==> src/rtl/hemaia_mem_arb_pkg.sv <==
// Shared types and width helpers for the HeMAiA super-bank arbiter.
// No logic; imported by the arbiter and its statistics counters.
package hemaia_mem_arb_pkg;

    typedef enum logic {
        WIDE_PRIO   = 1'b0,
        NARROW_PRIO = 1'b1
    } arb_state_e;

    // Bits needed to hold values 0..max_val, never less than one.
    function automatic int cnt_width(input int max_val);
        return (max_val < 1) ? 1 : $clog2(max_val + 1);
    endfunction

endpackage

==> src/rtl/hemaia_sat_counter.sv <==
// Saturating event counter with synchronous clear (clear beats increment).
// Latency: count visible one cycle after the event.
// Backpressure: none; an event is always absorbed, sticking at all-ones.
module hemaia_sat_counter #(
    parameter int Width = 32
) (
    input  logic             clk_i,
    input  logic             rst_ni,
    input  logic             inc_i,
    input  logic             clr_i,
    output logic [Width-1:0] cnt_o
);

    logic [Width-1:0] cnt_q;

    always_ff @(posedge clk_i or negedge rst_ni) begin
        if (!rst_ni) begin
            cnt_q <= '0;
        end else if (clr_i) begin
            cnt_q <= '0;
        end else if (inc_i && (cnt_q != {Width{1'b1}})) begin
            cnt_q <= cnt_q + Width'(1);
        end
    end

    assign cnt_o = cnt_q;

endmodule

==> src/rtl/hemaia_superbank_arbiter.sv <==
// Wide-vs-narrow arbiter for one super-bank: wide priority with forced narrow windows.
// Latency: grants combinational from state and valids; response select one cycle later.
// Backpressure: a losing request simply sees no grant and must hold its valid.
module hemaia_superbank_arbiter
    import hemaia_mem_arb_pkg::*;
#(
    parameter int NumNarrow   = 8,
    parameter int StarveLimit = 16,
    parameter int NarrowSlots = 4,
    parameter int CntWidth    = 32
) (
    input  logic                 clk_i,
    input  logic                 rst_ni,
    input  logic                 wide_valid_i,
    input  logic [NumNarrow-1:0] narrow_valid_i,
    output logic                 sel_wide_o,
    output logic                 wide_gnt_o,
    output logic [NumNarrow-1:0] narrow_gnt_o,
    output logic                 rsp_sel_wide_o,
    output logic                 starve_evt_o,
    input  logic                 stat_clr_i,
    output logic [CntWidth-1:0]  stat_wide_o,
    output logic [CntWidth-1:0]  stat_narrow_o,
    output logic [CntWidth-1:0]  stat_starve_o
);

    localparam int StarveW = cnt_width(StarveLimit);
    localparam int SlotW   = cnt_width(NarrowSlots);

    arb_state_e         state_q, state_d;
    logic [StarveW-1:0] starve_cnt_q, starve_cnt_d;
    logic [SlotW-1:0]   slot_cnt_q, slot_cnt_d;
    logic               starve_evt_q, starve_evt_d;
    logic               rsp_sel_q;

    logic narrow_any;
    logic narrow_granted;
    logic sel_wide;
    logic force_win;

    assign narrow_any = |narrow_valid_i;

    // Inside a forced window the wide port only gets leftover cycles.
    always_comb begin
        sel_wide = wide_valid_i;
        if (state_q == NARROW_PRIO) begin
            sel_wide = wide_valid_i & ~narrow_any;
        end
    end

    assign sel_wide_o     = sel_wide;
    assign wide_gnt_o     = wide_valid_i & sel_wide;
    assign narrow_gnt_o   = narrow_valid_i & {NumNarrow{~sel_wide}};
    assign narrow_granted = |narrow_gnt_o;

    always_comb begin
        state_d      = state_q;
        starve_cnt_d = starve_cnt_q;
        slot_cnt_d   = slot_cnt_q;
        starve_evt_d = 1'b0;
        force_win    = 1'b0;
        unique case (state_q)
            WIDE_PRIO: begin
                if (narrow_any && sel_wide) begin
                    if (starve_cnt_q == StarveW'(StarveLimit - 1)) begin
                        force_win    = 1'b1;
                        state_d      = NARROW_PRIO;
                        starve_cnt_d = '0;
                        slot_cnt_d   = '0;
                        starve_evt_d = 1'b1;
                    end else begin
                        starve_cnt_d = starve_cnt_q + StarveW'(1);
                    end
                end else begin
                    starve_cnt_d = '0;
                end
            end
            NARROW_PRIO: begin
                if (!narrow_any) begin
                    state_d    = WIDE_PRIO;
                    slot_cnt_d = '0;
                end else if (narrow_granted) begin
                    if (slot_cnt_q == SlotW'(NarrowSlots - 1)) begin
                        state_d    = WIDE_PRIO;
                        slot_cnt_d = '0;
                    end else begin
                        slot_cnt_d = slot_cnt_q + SlotW'(1);
                    end
                end
            end
            default: begin
                state_d = WIDE_PRIO;
            end
        endcase
    end

    always_ff @(posedge clk_i or negedge rst_ni) begin
        if (!rst_ni) begin
            state_q      <= WIDE_PRIO;
            starve_cnt_q <= '0;
            slot_cnt_q   <= '0;
            starve_evt_q <= 1'b0;
            rsp_sel_q    <= 1'b0;
        end else begin
            state_q      <= state_d;
            starve_cnt_q <= starve_cnt_d;
            slot_cnt_q   <= slot_cnt_d;
            starve_evt_q <= starve_evt_d;
            rsp_sel_q    <= wide_gnt_o;
        end
    end

    assign starve_evt_o   = starve_evt_q;
    assign rsp_sel_wide_o = rsp_sel_q;

    hemaia_sat_counter #(.Width(CntWidth)) u_stat_wide (
        .clk_i  (clk_i),
        .rst_ni (rst_ni),
        .inc_i  (wide_gnt_o),
        .clr_i  (stat_clr_i),
        .cnt_o  (stat_wide_o)
    );

    hemaia_sat_counter #(.Width(CntWidth)) u_stat_narrow (
        .clk_i  (clk_i),
        .rst_ni (rst_ni),
        .inc_i  (narrow_granted),
        .clr_i  (stat_clr_i),
        .cnt_o  (stat_narrow_o)
    );

    hemaia_sat_counter #(.Width(CntWidth)) u_stat_starve (
        .clk_i  (clk_i),
        .rst_ni (rst_ni),
        .inc_i  (force_win),
        .clr_i  (stat_clr_i),
        .cnt_o  (stat_starve_o)
    );

endmodule

==> config.mk <==
export PLATFORM = sky130hd
export DESIGN_NAME = hemaia_superbank_arbiter
export DESIGN_NICKNAME = d
export VERILOG_FILES = /design/src/rtl/hemaia_mem_arb_pkg.sv /design/src/rtl/hemaia_sat_counter.sv /design/src/rtl/hemaia_superbank_arbiter.sv
export SDC_FILE = /design/constraint.sdc
export NUM_CORES = 1
export LEC_CHECK = 0
export BUFFER_PORTS_ARGS = -buffer_cell sky130_fd_sc_hd__buf_2
export CORE_UTILIZATION = 32
export DETAILED_ROUTE_END_ITERATION = 10
export SYNTH_ARGS = -nofsm -noshare
export SYNTH_HDL_FRONTEND = slang
export SYNTH_SLANG_ARGS = --single-unit
export TNS_END_PERCENT = 50
==> constraint.sdc <==
create_clock -name clk_i -period 4.45 [get_ports clk_i]
set_clock_uncertainty 0.2 [all_clocks]
set_input_delay 0 -clock clk_i [delete_from_list [all_inputs] [get_ports clk_i]]
set_output_delay 0 -clock clk_i [all_outputs]
set_load 0.02 [all_outputs]
==> results.tsv <==
stage	metric	value	unit
synth	netlist_instances	659	
sta	min_period_over_period	74.3	%
floorplan	dieArea	19400	sq um
synth	ys.flop_type	dfrtp_1	
route	wl_per_cell	16.2	um
place	dp_slack	1.43	ns
worst_setup_path	critical_path.max_fanout	42	
route	top_layer_used	met4	
worst_setup_path	start_kind	input port	
finish	stdcell_count	999	
synth	yosys_warnings	0	
floorplan	start_util	33.0	%
global_routing	globalRouteOverflowTotal	0	
finish	synthToLayoutAreaGrowth	19.2	%
worst_setup_path	cpMostUsedCell	dlygate4sd3_1	
outcome	status	finished, violations left	
clock_network	cts_buffers	9	
floorplan	die_y	139	um
sta	hold_violations	0	
clock_network	cts_tree	done	
floorplan	ios	120	
global_routing	grtUsageTotal	17.2	%
floorplan	num_rows	49	
route	drtIter0Drc	300	
synth	avgSynthCellArea	9.13	sq um
clock_network	root_buffer	clkbuf_16	
place	place_area	6800	sq um
worst_setup_path	path_buf_inv	3	
outcome	violations	design-rule violations	
synth	synth_cell_types	55	
hold_path	min_to	starve_cnt_q[1]	
route	wl_met2	7860	um
route	detail-route-antenna-nets	0	
clock_network	cts_num_sinks	107	
place	dpl.hpwl	11200	um
worst_setup_path	path_class	input port to flop	
sta	slew_headroom	30.9	%
pwr	p_leak	3.07	nW
synth	ys_ff_latch	107	
clock_network	cts_setup_buffers	0	
synth	synth_top_area_share	44.5	%
pwr	irDropWorstVdd	193	uV
sta	finalSetupViolations	0	
synth	async_flop_share	100	%
route	drc	6	
finish	antenna_cells	0	
floorplan	die_w	139	um
route	avgViaCountPerCell	5.51	
sta	fin_tns_setup	0	ns
clock_network	path_clk_slew	0.07	ns
hold_path	hold_class	input port to flop	
global_routing	grt_pass1_wl	27100	um
worst_setup_path	arrival	3.35	ns
run	maxCapViolations	0	
sta	hold_ws	0.0294	ns
hold_path	hold_depth	4	
route	wl_met1	7500	um
place	place_inst	978	
finish	drive_gt1_share	21.9	%
finish	nets	782	
worst_setup_path	rr_startpoint	u_stat_wide.cnt_o[0]	
synth	synthesis.nets	676	
synth	syn_area	6020	sq um
worst_setup_path	cpPeakStageDelay	0.61	ns
synth	synth_area_leaders	dfrtp_1, a21oi_1, or3_1	
global_routing	grt_max_degree	79	
sta	rsz0062_at_grt	false	
route	firstDrtPassIters	8	
clock_network	cts_buffer_depth	2	
sta	finalCriticalPeriod	3.31	ns
synth	ys_seq_area_share	44.5	%
route	wl_met3	683	um
sta	fin_ws	1.14	ns
synth	yosys.area.top_type	dfrtp_1	
global_routing	grt_pass1_vias	5215	
floorplan	core	18200	sq um
route	vias	5508	
place	globalplace.congestion	0.782	
worst_setup_path	reg2regPathDepth	7	
hold_path	hold_start	narrow_valid_i[5]	
place	portBuffers	119	
global_routing	antenna_found_initial	0	
finish	utilization	39.4	%
route	drt-total-wl	16200	um
worst_setup_path	cp.required	4.49	ns
synth	synth_edf_count	0	
worst_setup_path	regToRegSetupSlack	1.43	ns
pwr	p_total	2.01	mW
clock_network	htreeDepth	3	
worst_setup_path	reg2reg_to	u_stat_wide.cnt_o[13]	
worst_setup_path	cp-end-kind	flop	
sta	maxSlewViolCount	0	
sta	fmax	302	MHz
worst_setup_path	cp_top_family	simple AND/OR/NAND/NOR gates	
pwr	powerDensity	280	nW/um^2
sta	worst_pin_slew	1.04	ns
clock_network	insertion_delay	0.36	ns
worst_setup_path	crit_chain	dlygate4sd3_1 -> buf_2 -> or4_4 -> dlygate4sd3_1 -> o21ai_4 -> nand2_2 -> nor4b_1 -> mux2_2	
worst_setup_path	worst_path_max_delay_cell	dlygate4sd3_1	
finish	post-route-cell-area	7170	sq um
-- worst min-delay path: stages --
cell and delay, ns:
buf_2 0.09, nor4_1 0.10, a21oi_1 0.19, a22o_1 0.15
-- per-layer routing --
metal  vias up  GRT usage [%]
li1       2740              -
met1      2657           22.4
met2       103           28.9
met3         8           4.07
met4         0           3.63
met5         -              0
-- kinds of logic (layout without fill, tap and decap cells) --
logic type,count (synthesis),after routing,synth area share (%)
xor+xnor,4,4,0.582
compound gates,180,180,18.3
flops,107,107,44.5
simple gates,302,302,29.5
buf+inv,47,158,3.54
fa+ha+maj,5,5,1.04
mux,14,14,2.58
-- Yosys cell counts, drive strengths merged, types with 17 or more instances --
cell and n:
dfrtp 107, a21oi 72, o21ai 50, nand2 42, or3 41, nand3 39, nor2 31, or4 31
nand4 29, o31ai 28, clkbuf 21, nor4 17
-- final cells by class --
type                            count  area (sq um)
Clock inverter                      7           100
Inverter                           12          45.0
Fill cell                        1823         11000
Tap cell                          229           287
Timing Repair Buffer              130           696
Sequential cell                   107          2680
Multi-Input combinational cell    505          3140
Clock buffer                        9           225
-- sequential cells by signal, indices dropped and copies added (netlist names) --
register             count
u_stat_narrow.cnt_o     32
starve_cnt_q             5
u_stat_starve.cnt_o     32
starve_evt_o             1
slot_cnt_q               3
rsp_sel_wide_o           1
state_q                  1
u_stat_wide.cnt_o       32
-- cells in the final DEF (no fill, tap or decap), types with 2 or more instances in the layout --
cell	Yosys	layout
mux2_2	12	12
a21oi_1	72	72
nand4_1	28	28
buf_4	5	8
or2_2	4	4
and4_1	8	8
or3_1	41	41
clkbuf_16	0	9
or4b_1	2	2
o41ai_1	6	6
o31ai_1	27	27
and2_1	11	11
nor2b_1	13	13
o21a_1	3	3
ha_1	5	5
nor2_1	31	31
nand2_1	41	41
nor4_1	16	16
o311ai_0	5	5
bufinv_16	0	2
clkinv_4	0	3
xor2_1	4	4
dlygate4sd3_1	0	5
nor4b_1	2	2
nand3_1	39	39
mux2i_1	2	2
nand3b_1	3	3
dfrtp_1	107	107
a22o_1	2	2
nor3_1	9	8
a211oi_1	2	2
nor3_2	1	2
inv_1	12	12
buf_2	8	117
a31oi_1	3	3
or4_1	30	30
and3_1	14	14
a21o_1	2	2
o21ai_0	49	49
-- power by group --
group	internal (mW)	leakage [nW]	switching [mW]
clock network	0.498	0.160	0.386
logic	0.0391	1.42	0.0824
registers	0.987	1.48	0.0150
-- worst max-delay path by stage --
stage,start,to,slack [ns],cells past startpoint
2_1_floorplan,u_stat_starve.cnt_o[0],u_stat_starve.cnt_o[1],1.94,8
3_3_place_gp,u_stat_starve.cnt_o[0],u_stat_starve.cnt_o[9],1.50,7
3_5_place_dp,state_q,u_stat_narrow.cnt_o[22],1.43,5
4_1_cts,narrow_valid_i[7],u_stat_wide.cnt_o[13],1.12,8
5_1_grt,narrow_valid_i[7],u_stat_wide.cnt_o[9],0.94,8
6_report,narrow_valid_i[7],u_stat_wide.cnt_o[13],1.14,8
-- timing repair --
| item | 4_1_cts | 5_1_grt |
|---|---|---|
| resized for setup | 0 | 0 |
| hold buffers | 5 | 0 |
| hold endpoints to repair | 83 | 0 |
(Power assumes the default switching activity.)
